File: src/rtl/nx_stream_pack_pkg.sv
// Shared widths, lane helpers and beat payload for the Nexus inbound stream packer.
package nx_stream_pkg;

    localparam int unsigned NX_MSG_WIDTH     = 31;
    localparam int unsigned NX_LANE_WIDTH    = 32;
    localparam int unsigned NX_LANE_CTRL_BIT = 31;
    localparam int unsigned NX_BEAT_WIDTH    = 2 * NX_LANE_WIDTH;
    localparam int unsigned NX_STRB_WIDTH    = NX_BEAT_WIDTH / 8;

    typedef enum logic [0:0] {
        EMPTY = 1'b0,
        HALF  = 1'b1
    } pack_state_t;

    localparam logic [NX_STRB_WIDTH-1:0] STRB_LO   = 8'h0F;
    localparam logic [NX_STRB_WIDTH-1:0] STRB_FULL = 8'hFF;

    // One buffered output beat: strobes above data.
    typedef struct packed {
        logic [NX_STRB_WIDTH-1:0] strb;
        logic [NX_BEAT_WIDTH-1:0] data;
    } beat_t;

    function automatic logic [NX_LANE_WIDTH-1:0] mk_lane(input logic is_ctrl,
                                                         input logic [NX_MSG_WIDTH-1:0] payload);
        logic [NX_LANE_WIDTH-1:0] lane;
        lane = NX_LANE_WIDTH'(payload);
        lane[NX_LANE_CTRL_BIT] = is_ctrl;
        return lane;
    endfunction

endpackage

File: src/rtl/nx_stream_pack_if.sv
// Host message inputs and AXI4-stream output of the stream packer.
interface nx_stream_pack_if #(
    parameter int unsigned AXI4_ID_WIDTH = 1
) ();

    logic [nx_stream_pkg::NX_MSG_WIDTH-1:0]  ctrl_ib_data;
    logic                                    ctrl_ib_valid;
    logic                                    ctrl_ib_ready;
    logic [nx_stream_pkg::NX_MSG_WIDTH-1:0]  mesh_ib_data;
    logic                                    mesh_ib_valid;
    logic                                    mesh_ib_ready;
    logic [nx_stream_pkg::NX_BEAT_WIDTH-1:0] stream_tdata;
    logic [nx_stream_pkg::NX_STRB_WIDTH-1:0] stream_tkeep;
    logic [nx_stream_pkg::NX_STRB_WIDTH-1:0] stream_tstrb;
    logic [AXI4_ID_WIDTH-1:0]                stream_tid;
    logic                                    stream_tlast;
    logic                                    stream_tvalid;
    logic                                    stream_tready;
    logic                                    status_busy;

    modport master (
        input  ctrl_ib_data, ctrl_ib_valid, mesh_ib_data, mesh_ib_valid, stream_tready,
        output ctrl_ib_ready, mesh_ib_ready,
        output stream_tdata, stream_tkeep, stream_tstrb, stream_tid, stream_tlast, stream_tvalid,
        output status_busy
    );

    modport slave (
        output ctrl_ib_data, ctrl_ib_valid, mesh_ib_data, mesh_ib_valid, stream_tready,
        input  ctrl_ib_ready, mesh_ib_ready,
        input  stream_tdata, stream_tkeep, stream_tstrb, stream_tid, stream_tlast, stream_tvalid,
        input  status_busy
    );

endinterface

File: src/rtl/nx_fifo.sv
// Small synchronous FIFO with show-ahead head; push and pop may coincide.
module nx_fifo #(
    parameter int unsigned DEPTH = 2,
    parameter int unsigned WIDTH = 72
) (
    input  logic             clk,
    input  logic             rstn,
    input  logic             push,
    input  logic [WIDTH-1:0] push_data,
    input  logic             pop,
    output logic [WIDTH-1:0] pop_data,
    output logic             full,
    output logic             empty
);

    localparam int unsigned AW = (DEPTH > 1) ? $clog2(DEPTH) : 1;
    localparam int unsigned CW = $clog2(DEPTH + 1);

    logic [WIDTH-1:0] mem [DEPTH];
    logic [AW-1:0]    wr_ptr;
    logic [AW-1:0]    rd_ptr;
    logic [CW-1:0]    count;
    logic             do_push;
    logic             do_pop;

    function automatic logic [AW-1:0] ptr_inc(input logic [AW-1:0] p);
        return (p == AW'(DEPTH - 1)) ? '0 : p + AW'(1);
    endfunction

    assign do_push  = push && !full;
    assign do_pop   = pop && !empty;
    assign pop_data = mem[rd_ptr];
    assign full     = (count == CW'(DEPTH));
    assign empty    = (count == '0);

    always_ff @(posedge clk or negedge rstn) begin
        if (!rstn) begin
            for (int i = 0; i < int'(DEPTH); i++) mem[i] <= '0;
            wr_ptr <= '0;
            rd_ptr <= '0;
            count  <= '0;
        end else begin
            if (do_push) begin
                mem[wr_ptr] <= push_data;
                wr_ptr      <= ptr_inc(wr_ptr);
            end
            if (do_pop) rd_ptr <= ptr_inc(rd_ptr);
            case ({do_push, do_pop})
                2'b10:   count <= count + CW'(1);
                2'b01:   count <= count - CW'(1);
                default: count <= count;
            endcase
        end
    end

endmodule

File: src/rtl/nx_stream_pack.sv
// Packs ctrl/mesh messages two per 64-bit AXI4-stream beat, low lane first.
// Define NX_PACK_TIMEOUT_EN to let a half-filled beat wait TIMEOUT idle cycles before flushing.
module nx_stream_pack
    import nx_stream_pkg::*;
#(
    parameter int unsigned AXI4_DATA_WIDTH = 64,
    parameter int unsigned AXI4_STRB_WIDTH = 8,
    parameter int unsigned AXI4_ID_WIDTH   = 1,
    parameter int unsigned TIMEOUT         = 16
) (
    input  logic             clk,
    input  logic             rstn,
    nx_stream_pack_if.master bus
);

    localparam int unsigned FIFO_W   = AXI4_DATA_WIDTH + AXI4_STRB_WIDTH;
    localparam logic [0:0]  ST_EMPTY = 1'(EMPTY);
    localparam logic [0:0]  ST_HALF  = 1'(HALF);

    logic [0:0]               state;
    logic [0:0]               state_nxt;
    logic [NX_LANE_WIDTH-1:0] lo_lane;
    logic [NX_LANE_WIDTH-1:0] lo_nxt;
    logic [NX_LANE_WIDTH-1:0] msg_lane;
    logic                     prio_ctrl;
    logic                     can_accept;
    logic                     grant_ctrl;
    logic                     grant_mesh;
    logic                     xfer;
    logic                     idle;
    logic                     flush;
    logic                     push;
    logic                     fifo_full;
    logic                     fifo_empty;
    beat_t                    push_beat;
    beat_t                    head_beat;
    logic [FIFO_W-1:0]        head_raw;

    // Round-robin grant; a held low lane only accepts its partner while the buffer has room.
    assign can_accept = rstn && ((state == ST_EMPTY) || !fifo_full);
    assign grant_ctrl = can_accept && bus.ctrl_ib_valid && (prio_ctrl || !bus.mesh_ib_valid);
    assign grant_mesh = can_accept && bus.mesh_ib_valid && !grant_ctrl;
    assign xfer       = grant_ctrl || grant_mesh;
    assign idle       = !bus.ctrl_ib_valid && !bus.mesh_ib_valid;
    assign msg_lane   = grant_ctrl ? mk_lane(1'b1, bus.ctrl_ib_data)
                                   : mk_lane(1'b0, bus.mesh_ib_data);

`ifdef NX_PACK_TIMEOUT_EN
    localparam int unsigned TW = $clog2(TIMEOUT + 1);

    logic [TW-1:0] timer;
    logic [TW-1:0] timer_nxt;

    // Counts idle HALF cycles, saturating so a blocked flush still fires once room appears.
    always_comb begin
        timer_nxt = timer;
        if (state == ST_EMPTY) begin
            timer_nxt = '0;
        end else if (!xfer && (timer != TW'(TIMEOUT))) begin
            timer_nxt = timer + TW'(1);
        end
    end

    always_ff @(posedge clk or negedge rstn) begin
        if (!rstn) timer <= '0;
        else       timer <= timer_nxt;
    end

    assign flush = idle && (timer >= TW'(TIMEOUT - 1));
`else
    logic unused_timeout;
    assign unused_timeout = ^TIMEOUT;
    assign flush          = idle;
`endif

    always_comb begin
        state_nxt = state;
        lo_nxt    = lo_lane;
        push      = 1'b0;
        push_beat = '0;
        case (state)
            ST_EMPTY: begin
                if (xfer) begin
                    lo_nxt    = msg_lane;
                    state_nxt = ST_HALF;
                end
            end
            ST_HALF: begin
                if (xfer) begin
                    push           = 1'b1;
                    push_beat.strb = STRB_FULL;
                    push_beat.data = {msg_lane, lo_lane};
                    state_nxt      = ST_EMPTY;
                end else if (flush && !fifo_full) begin
                    push           = 1'b1;
                    push_beat.strb = STRB_LO;
                    push_beat.data = {NX_LANE_WIDTH'(0), lo_lane};
                    state_nxt      = ST_EMPTY;
                end
            end
            default: state_nxt = ST_EMPTY;
        endcase
    end

    always_ff @(posedge clk or negedge rstn) begin
        if (!rstn) begin
            state     <= ST_EMPTY;
            lo_lane   <= '0;
            prio_ctrl <= 1'b1;
        end else begin
            state   <= state_nxt;
            lo_lane <= lo_nxt;
            if (xfer) prio_ctrl <= grant_mesh;
        end
    end

    nx_fifo #(
        .DEPTH (2),
        .WIDTH (FIFO_W)
    ) u_fifo (
        .clk       (clk),
        .rstn      (rstn),
        .push      (push),
        .push_data (FIFO_W'(push_beat)),
        .pop       (bus.stream_tready),
        .pop_data  (head_raw),
        .full      (fifo_full),
        .empty     (fifo_empty)
    );

    assign head_beat         = beat_t'(head_raw);
    assign bus.stream_tdata  = head_beat.data;
    assign bus.stream_tstrb  = head_beat.strb;
    assign bus.stream_tkeep  = head_beat.strb;
    assign bus.stream_tid    = AXI4_ID_WIDTH'(0);
    assign bus.stream_tlast  = 1'b1;
    assign bus.stream_tvalid = !fifo_empty;
    assign bus.status_busy   = (state == ST_HALF) || !fifo_empty;
    assign bus.ctrl_ib_ready = grant_ctrl;
    assign bus.mesh_ib_ready = grant_mesh;

endmodule

File: src/flat_wrapper.sv
// flat-port wrapper written by rule: the top's interface ports become plain ports
module nx_stream_pack_flat import nx_stream_pkg::*;
#(
    parameter int unsigned AXI4_DATA_WIDTH = 64,
    parameter int unsigned AXI4_STRB_WIDTH = 8,
    parameter int unsigned AXI4_ID_WIDTH   = 1,
    parameter int unsigned TIMEOUT         = 16
)
  (clk, rstn, bus_ctrl_ib_data, bus_ctrl_ib_valid, bus_mesh_ib_data, bus_mesh_ib_valid, bus_stream_tready, bus_ctrl_ib_ready, bus_mesh_ib_ready, bus_stream_tdata, bus_stream_tkeep, bus_stream_tstrb, bus_stream_tid, bus_stream_tlast, bus_stream_tvalid, bus_status_busy);
  nx_stream_pack_if #(.AXI4_ID_WIDTH(AXI4_ID_WIDTH)) bus_i ();
  input  logic clk;
  input  logic rstn;
  input wire logic [$bits(bus_i.ctrl_ib_data)-1:0] bus_ctrl_ib_data;
  input wire logic [$bits(bus_i.ctrl_ib_valid)-1:0] bus_ctrl_ib_valid;
  input wire logic [$bits(bus_i.mesh_ib_data)-1:0] bus_mesh_ib_data;
  input wire logic [$bits(bus_i.mesh_ib_valid)-1:0] bus_mesh_ib_valid;
  input wire logic [$bits(bus_i.stream_tready)-1:0] bus_stream_tready;
  output wire logic [$bits(bus_i.ctrl_ib_ready)-1:0] bus_ctrl_ib_ready;
  output wire logic [$bits(bus_i.mesh_ib_ready)-1:0] bus_mesh_ib_ready;
  output wire logic [$bits(bus_i.stream_tdata)-1:0] bus_stream_tdata;
  output wire logic [$bits(bus_i.stream_tkeep)-1:0] bus_stream_tkeep;
  output wire logic [$bits(bus_i.stream_tstrb)-1:0] bus_stream_tstrb;
  output wire logic [$bits(bus_i.stream_tid)-1:0] bus_stream_tid;
  output wire logic [$bits(bus_i.stream_tlast)-1:0] bus_stream_tlast;
  output wire logic [$bits(bus_i.stream_tvalid)-1:0] bus_stream_tvalid;
  output wire logic [$bits(bus_i.status_busy)-1:0] bus_status_busy;
  assign bus_i.ctrl_ib_data = bus_ctrl_ib_data;
  assign bus_i.ctrl_ib_valid = bus_ctrl_ib_valid;
  assign bus_i.mesh_ib_data = bus_mesh_ib_data;
  assign bus_i.mesh_ib_valid = bus_mesh_ib_valid;
  assign bus_i.stream_tready = bus_stream_tready;
  assign bus_ctrl_ib_ready = bus_i.ctrl_ib_ready;
  assign bus_mesh_ib_ready = bus_i.mesh_ib_ready;
  assign bus_stream_tdata = bus_i.stream_tdata;
  assign bus_stream_tkeep = bus_i.stream_tkeep;
  assign bus_stream_tstrb = bus_i.stream_tstrb;
  assign bus_stream_tid = bus_i.stream_tid;
  assign bus_stream_tlast = bus_i.stream_tlast;
  assign bus_stream_tvalid = bus_i.stream_tvalid;
  assign bus_status_busy = bus_i.status_busy;
  nx_stream_pack #(.AXI4_DATA_WIDTH(AXI4_DATA_WIDTH), .AXI4_STRB_WIDTH(AXI4_STRB_WIDTH), .AXI4_ID_WIDTH(AXI4_ID_WIDTH), .TIMEOUT(TIMEOUT)) u_core (.clk(clk), .rstn(rstn), .bus(bus_i));
endmodule
File: config.mk
export PLATFORM = sky130hd
export DESIGN_NAME = nx_stream_pack_flat
export DESIGN_NICKNAME = d
export VERILOG_FILES = /design/src/rtl/nx_stream_pack_pkg.sv /design/src/rtl/nx_stream_pack_if.sv /design/src/rtl/nx_fifo.sv /design/src/rtl/nx_stream_pack.sv /design/src/flat_wrapper.sv
export SDC_FILE = /design/constraint.sdc
export NUM_CORES = 1
export LEC_CHECK = 0
export CAP_MARGIN = 20
export CORE_MARGIN = 5
export CORE_UTILIZATION = 53
export CTS_CLUSTER_SIZE = 12
export DETAILED_ROUTE_END_ITERATION = 10
export PLACE_DENSITY = 0.82
export RECOVER_POWER = 100
export SLEW_MARGIN = 20
export SYNTH_ARGS = -nofsm -noshare
export SYNTH_HDL_FRONTEND = slang
export SYNTH_SLANG_ARGS = --single-unit
File: constraint.sdc
create_clock -name clk -period 4.22 [get_ports clk]
set_input_delay 0.422 -clock clk [delete_from_list [all_inputs] [get_ports clk]]
set_output_delay 0.422 -clock clk [all_outputs]
set_load 0.02 [all_outputs]
Word level (Yosys, flattened, before mapping) --
Cells that the tools add are included.
Operators by class: bitwise operators 3, eq/ne operators 3, muxes and demuxes 20, reductions and logical operators 22, add/sub/neg operators 4, order comparisons 3
Operator list (count):
- two-way mux 72 bit | 6
- bitwise mux 144 bit | 1
- demux 72 bit (select 1 bit) | 1
- two-way mux 68 bit | 1
- two-way mux 32 bit | 1
- logical AND 1 bit | 10
- two-way mux 1 bit | 8
- zero test 1 bit | 5
- == test 2 bit (second input constant) | 2
- >= comparator 2 bit (second input constant) | 2
- logical OR 1 bit | 4
- inverter 1 -> 2 bit | 2
- one-hot mux 2 bit (2 select lines) | 1
- adder 1 bit (second input constant) | 2
- adder 2 x 1 -> 2 bit (second input constant) | 1
- == test 2 x 1 -> 1 bit (second input constant) | 1
- zero test 2 bit | 1
- < comparator 2 x 1 -> 1 bit (second input constant) | 1
- one-hot mux 1 bit (2 select lines) | 1
- AND reduction 2 bit | 1
- nonzero test 2 bit | 1
- subtractor 2 x 1 -> 2 bit (second input constant) | 1
- inverter 1 bit | 1
Word-level totals: output and inout port bits 86, logic and storage cells 63, register bits 182

Logic depth before layout (Yosys ltp) --
word-level depth 14, depth in mapped cells 7, depth with buffers taken out 6

By module --
Synthesis repeated with hierarchy kept, for this count alone.
Second synthesis, totals: cell total of the unflattened synthesis 698, area, all modules 9655.5 sq um
Modules (own cells, without submodules):
- nx_fifo | cells an instance 402, area each 6790.3 sq um, instances 1, sequential area each 3703.6 sq um
- nx_stream_pack | cells an instance 296, area each 2865.2 sq um, instances 1, sequential area each 852.1 sq um

Least setup slack after synthesis --
Ideal clock, no wire load.
kind register to output, from reg u_core.u_fifo.rd_ptr, to out bus_stream_tkeep[1], path slack 2.434 ns, stages on the path, launching flop included 4, data required time 3.798 ns, data arrival time 1.364 ns, path buffers 2, cell sequence dfrtp_1 buf_1 mux2_2 buf_4
Between the ends: longest elaborated chain between the ends 4
RTL lines:
- start: declaration | RTL line nx_fifo.sv:21 | logic [AW-1:0] rd_ptr;
- start signal: assignment | RTL line nx_fifo.sv:47 | if (do_pop) rd_ptr <= ptr_inc(rd_ptr);
- inverter 1 -> 2 bit (not written as such) | RTL line nx_fifo.sv:32 | assign pop_data = mem[rd_ptr];
- two-way mux 72 bit (not written as such) (3 in a row) | RTL line nx_fifo.sv:32
- end: declaration | RTL line flat_wrapper.sv:21 | output wire logic [$bits(bus_i.stream_tkeep)-1:0] bus_stream_tkeep;
Every way passes these cells. The select of a mux whose other input is x is not followed.

Final worst setup path --
from reg u_core.u_fifo.rd_ptr, to out bus_stream_tdata[33]
Between the ends: longest elaborated chain between the ends 4
RTL lines:
- inverter 1 -> 2 bit (not written as such) | RTL line nx_fifo.sv:32
- two-way mux 72 bit (not written as such) (3 in a row) | RTL line nx_fifo.sv:32
- end: declaration | RTL line flat_wrapper.sv:20 | output wire logic [$bits(bus_i.stream_tdata)-1:0] bus_stream_tdata;
Every way passes these cells. The select of a mux whose other input is x is not followed.

==> results.py <==
metrics = {
    "sta": {
        "tightest_slew_ns": 1.96,
        "layout_min_cycle_time_ns": 3.65,
        "fin_crit_sh": 0.865,
        "setup_viol": 0,
        "tns_ns": 0,
        "fmax_mhz": 274,
        "rsz0062_at_grt": "no",
        "relSlewSlack": -0.306,
        "final_max_slew_viol_count": 197,
        "final.setup_skew_ns": 0.00616,
        "finalHoldViolCount": 0,
    },
    "floorplan": {
        "io_pins": 153,
        "rows": 43,
        "die_w_um": 129,
        "coreArea_um2": 13900,
        "die_h_um": 129,
        "initial_core_util": 0.539,
        "dieArea_um2": 16600,
    },
    "global_routing": {
        "grt_max_degree": 79,
        "first_global_vias": 5640,
        "grt_remaining_overflow": 0,
        "groute.usage.overall": 0.216,
        "antenna_found_initial": 0,
        "grt_pass1_wl_um": 28200,
    },
    "placed_design": {
        "io_buffers": 150,
        "hpwl_um": 11300,
        "placed_cells": 904,
        "place.gp.congestion": 0.775,
    },
    "setup_path": {
        "cp_data_arrival_time_ns": 3.23,
        "endpoint_kind": "output port",
        "crit_required_ns": 3.80,
        "startpoint_type": "register",
        "cp_top_family": "flip-flops",
        "crit_fanout": 34,
        "slowest_delay_ns": 1.42,
        "slowest_stage": "dfrtp_1",
        "crit_buf_inv": 2,
        "path_cells": "buf_12 > mux2_2 > dlygate4sd3_1",
        "worstSetupPathType": "reg -> out",
    },
    "drt": {
        "final_antenna_net_count": 0,
        "wirelength_um": 17400,
        "vias_per_cell": 5.52,
        "drt_iter0_markers": 413,
        "drc_errors": 0,
        "num_vias": 5182,
        "wl_per_cell_um": 18.5,
        "dr.pass1.iters": 4,
    },
    "yosys": {
        "syn_area_per_cell_um2": 12.1,
        "syn_nets": 688,
        "synth_seq_cells": 170,
        "synth_seq_area_share": 0.569,
        "synth_cell_types": 35,
        "syn_area_um2": 7480,
        "yosysWarnings": 0,
        "synthCells": 620,
    },
    "power_and_ir_drop": {
        "powerDensity_nw_per_um2": 807,
        "comb_power_share": 0.445,
        "p_leak_nw": 4.31,
        "internal_power_mw": 4.87,
        "switchingPower_mw": 2.80,
        "ir_drop_mv": 0.495,
        "pwr-share-seq": 0.376,
        "p_clk_frac": 0.180,
        "p_sw_frac": 0.365,
    },
    "cts": {
        "postCtsSetupRepairBufs": 0,
        "cts-buffers-inserted": 17,
        "cts_hold_buf": 1,
        "cts.root.buffer_cell": "clkbuf_16",
        "clk_pin_slew_worst_paths_ns": 0.06,
        "clk_latency_ns": 0.41,
        "tritoncts": "done",
        "htree_levels": 4,
        "cts_buffer_depth": 2,
        "post_cts_resized": 0,
        "clkSinkCount": 170,
    },
    "final_layout": {
        "area_growth_pct": 26.9,
        "drive_above_1_share": 0.212,
        "antenna_cells": 0,
        "layout.cells.non_filler": 938,
        "finalNetCount": 813,
    },
    "outcome": {
        "violations": "capacitance limit, slew limit",
        "status": "finished with violations",
    },
    "job": {
        "maxCapViolCount": 5,
    },
    "min_path": {
        "hold_path_class": "reg -> reg",
    },
}
-- flip-flops by register name (all words and copies together), names as in the netlist --
signal	cells
u_core.u_fifo.count	2
u_core.state	1
u_core.u_fifo.mem	132
u_core.prio_ctrl	1
u_core.u_fifo.wr_ptr	1
u_core.u_fifo.rd_ptr	1
u_core.lo_lane	32
-- Yosys cell counts --
master | n | share of area
dfrtp_1 | 169 | 0.57
mux2_2 | 130 | 0.20
nand2_1 | 104 | 0.052
o21ai_1 | 82 | 0.055
mux2i_1 | 31 | 0.041
buf_2 | 18 | 0.012
buf_4 | 18 | 0.018
o21ai_0 | 15 | 0.010
clkbuf_1 | 13 | 0.0065
nand2b_1 | 4 | 0.0033
buf_1 | 3 | 0.0015
inv_1 | 3 | 0.0015
xnor2_1 | 3 | 0.0035
a21oi_1 | 2 | 0.0013
and2_1 | 2 | 0.0017
buf_12 | 2 | 0.0054
conb_1 | 2 | 0.0010
xor2_1 | 2 | 0.0023
a31oi_1 | 1 | 0.00084
buf_6 | 1 | 0.0015
buf_8 | 1 | 0.0020
dfstp_2 | 1 | 0.0035
ha_1 | 1 | 0.0017
nand3b_1 | 1 | 0.0010
nand4b_1 | 1 | 0.0012
nor2_1 | 1 | 0.00050
nor2_2 | 1 | 0.00084
o2111a_1 | 1 | 0.0015
o2111ai_1 | 1 | 0.0012
o2111ai_2 | 1 | 0.0020
o211ai_1 | 1 | 0.0010
or2_1 | 1 | 0.00084
or2_2 | 1 | 0.00084
or3_1 | 1 | 0.00084
or3b_1 | 1 | 0.0012
-- worst reg2reg max path, cell delays in order, from the launching register on --
cell       delay (ns)
dfrtp_1          0.44
nand2b_1         0.23
o2111ai_1        0.16
clkbuf_1         1.39
mux2_2           0.47
-- metal layers --
metal,wire [um],global-route usage
met5,0,0
met1,7320,0.280
met4,382,0.0784
met3,966,0.0444
met2,8680,0.363
-- cell type report --
type / count / area [um2]
Sequential cell: 170 / 4260
Clock inverter: 4 / 20.0
Timing Repair Buffer: 162 / 1630
Tap cell: 180 / 225
Multi-Input combinational cell: 391 / 2860
Fill cell: 999 / 4390
Inverter: 3 / 11.3
Clock buffer: 28 / 497
-- cells by family after synthesis --
logic type	Yosys count	synth area share
flip-flops	170	0.569
AO/OA/AOI/OAI	104	0.0727
multiplexers	161	0.237
other	2	0.00100
buffers and inverters	59	0.0485
XOR/XNOR	5	0.00585
adder cells (fa/ha/maj)	1	0.00167
AND/OR/NAND/NOR	118	0.0644
-- cell usage in the layout (no fill, tap or decap), types with 4 or more instances in the layout --
cell type,count
buf_4,4
clkbuf_1,10
clkbuf_16,17
clkdlybuf4s50_1,89
clkinv_2,4
dfrtp_1,169
dlygate4sd3_1,61
mux2_1,7
mux2_2,123
mux2i_1,31
nand2_1,104
nand2b_1,4
o21ai_0,97
-- per-stage QoR --
stage | cell area (um2) | setup slack (ns) | util | power, mW | hold WS, ns
final | 9490 | 0.571 | 0.684 | 7.66 | 0.462
after global routing | 9490 | 0.466 | 0.684 | 8.11 | 0.480
after CTS | 9520 | 1.07 | 0.686 | 7.93 | 0.467
after detailed placement | 8990 | 1.44 | 0.648 | 6.51 | 0.367
after global placement | 8990 | 1.47 | 0.648 | 6.36 | 0.358
after floorplan | 7480 | 2.43 | - | 5.08 | 0.126
-- final timing paths --
check / endpoint / slack [ns] / cells past startpoint / startpoint
max: bus_stream_tdata[33] / 0.57 / 3 / u_core.u_fifo.rd_ptr
min: u_core.u_fifo.mem[67] / 0.46 / 1 / u_core.u_fifo.mem[67]
max reg2reg: u_core.u_fifo.mem[99] / 1.41 / 4 / u_core.u_fifo.count[0]
min reg2reg: u_core.u_fifo.mem[67] / 0.46 / 1 / u_core.u_fifo.mem[67]
max in group asynchronous: u_core.u_fifo.mem[18] / 1.62 / 3 / rstn
min in group asynchronous: u_core.u_fifo.mem[76] / 0.48 / 2 / rstn
-- power groups by stage --
stage	Combinational [mW]	Clock [mW]	Sequential (mW)
final	3.41	1.38	2.88
after global routing	3.66	1.47	2.98
after CTS	3.65	1.40	2.88
after detailed placement	3.61	0	2.90
after global placement	3.53	0	2.82
after floorplan	2.41	0	2.67
Note: power is estimated with default switching activity, not from simulation.
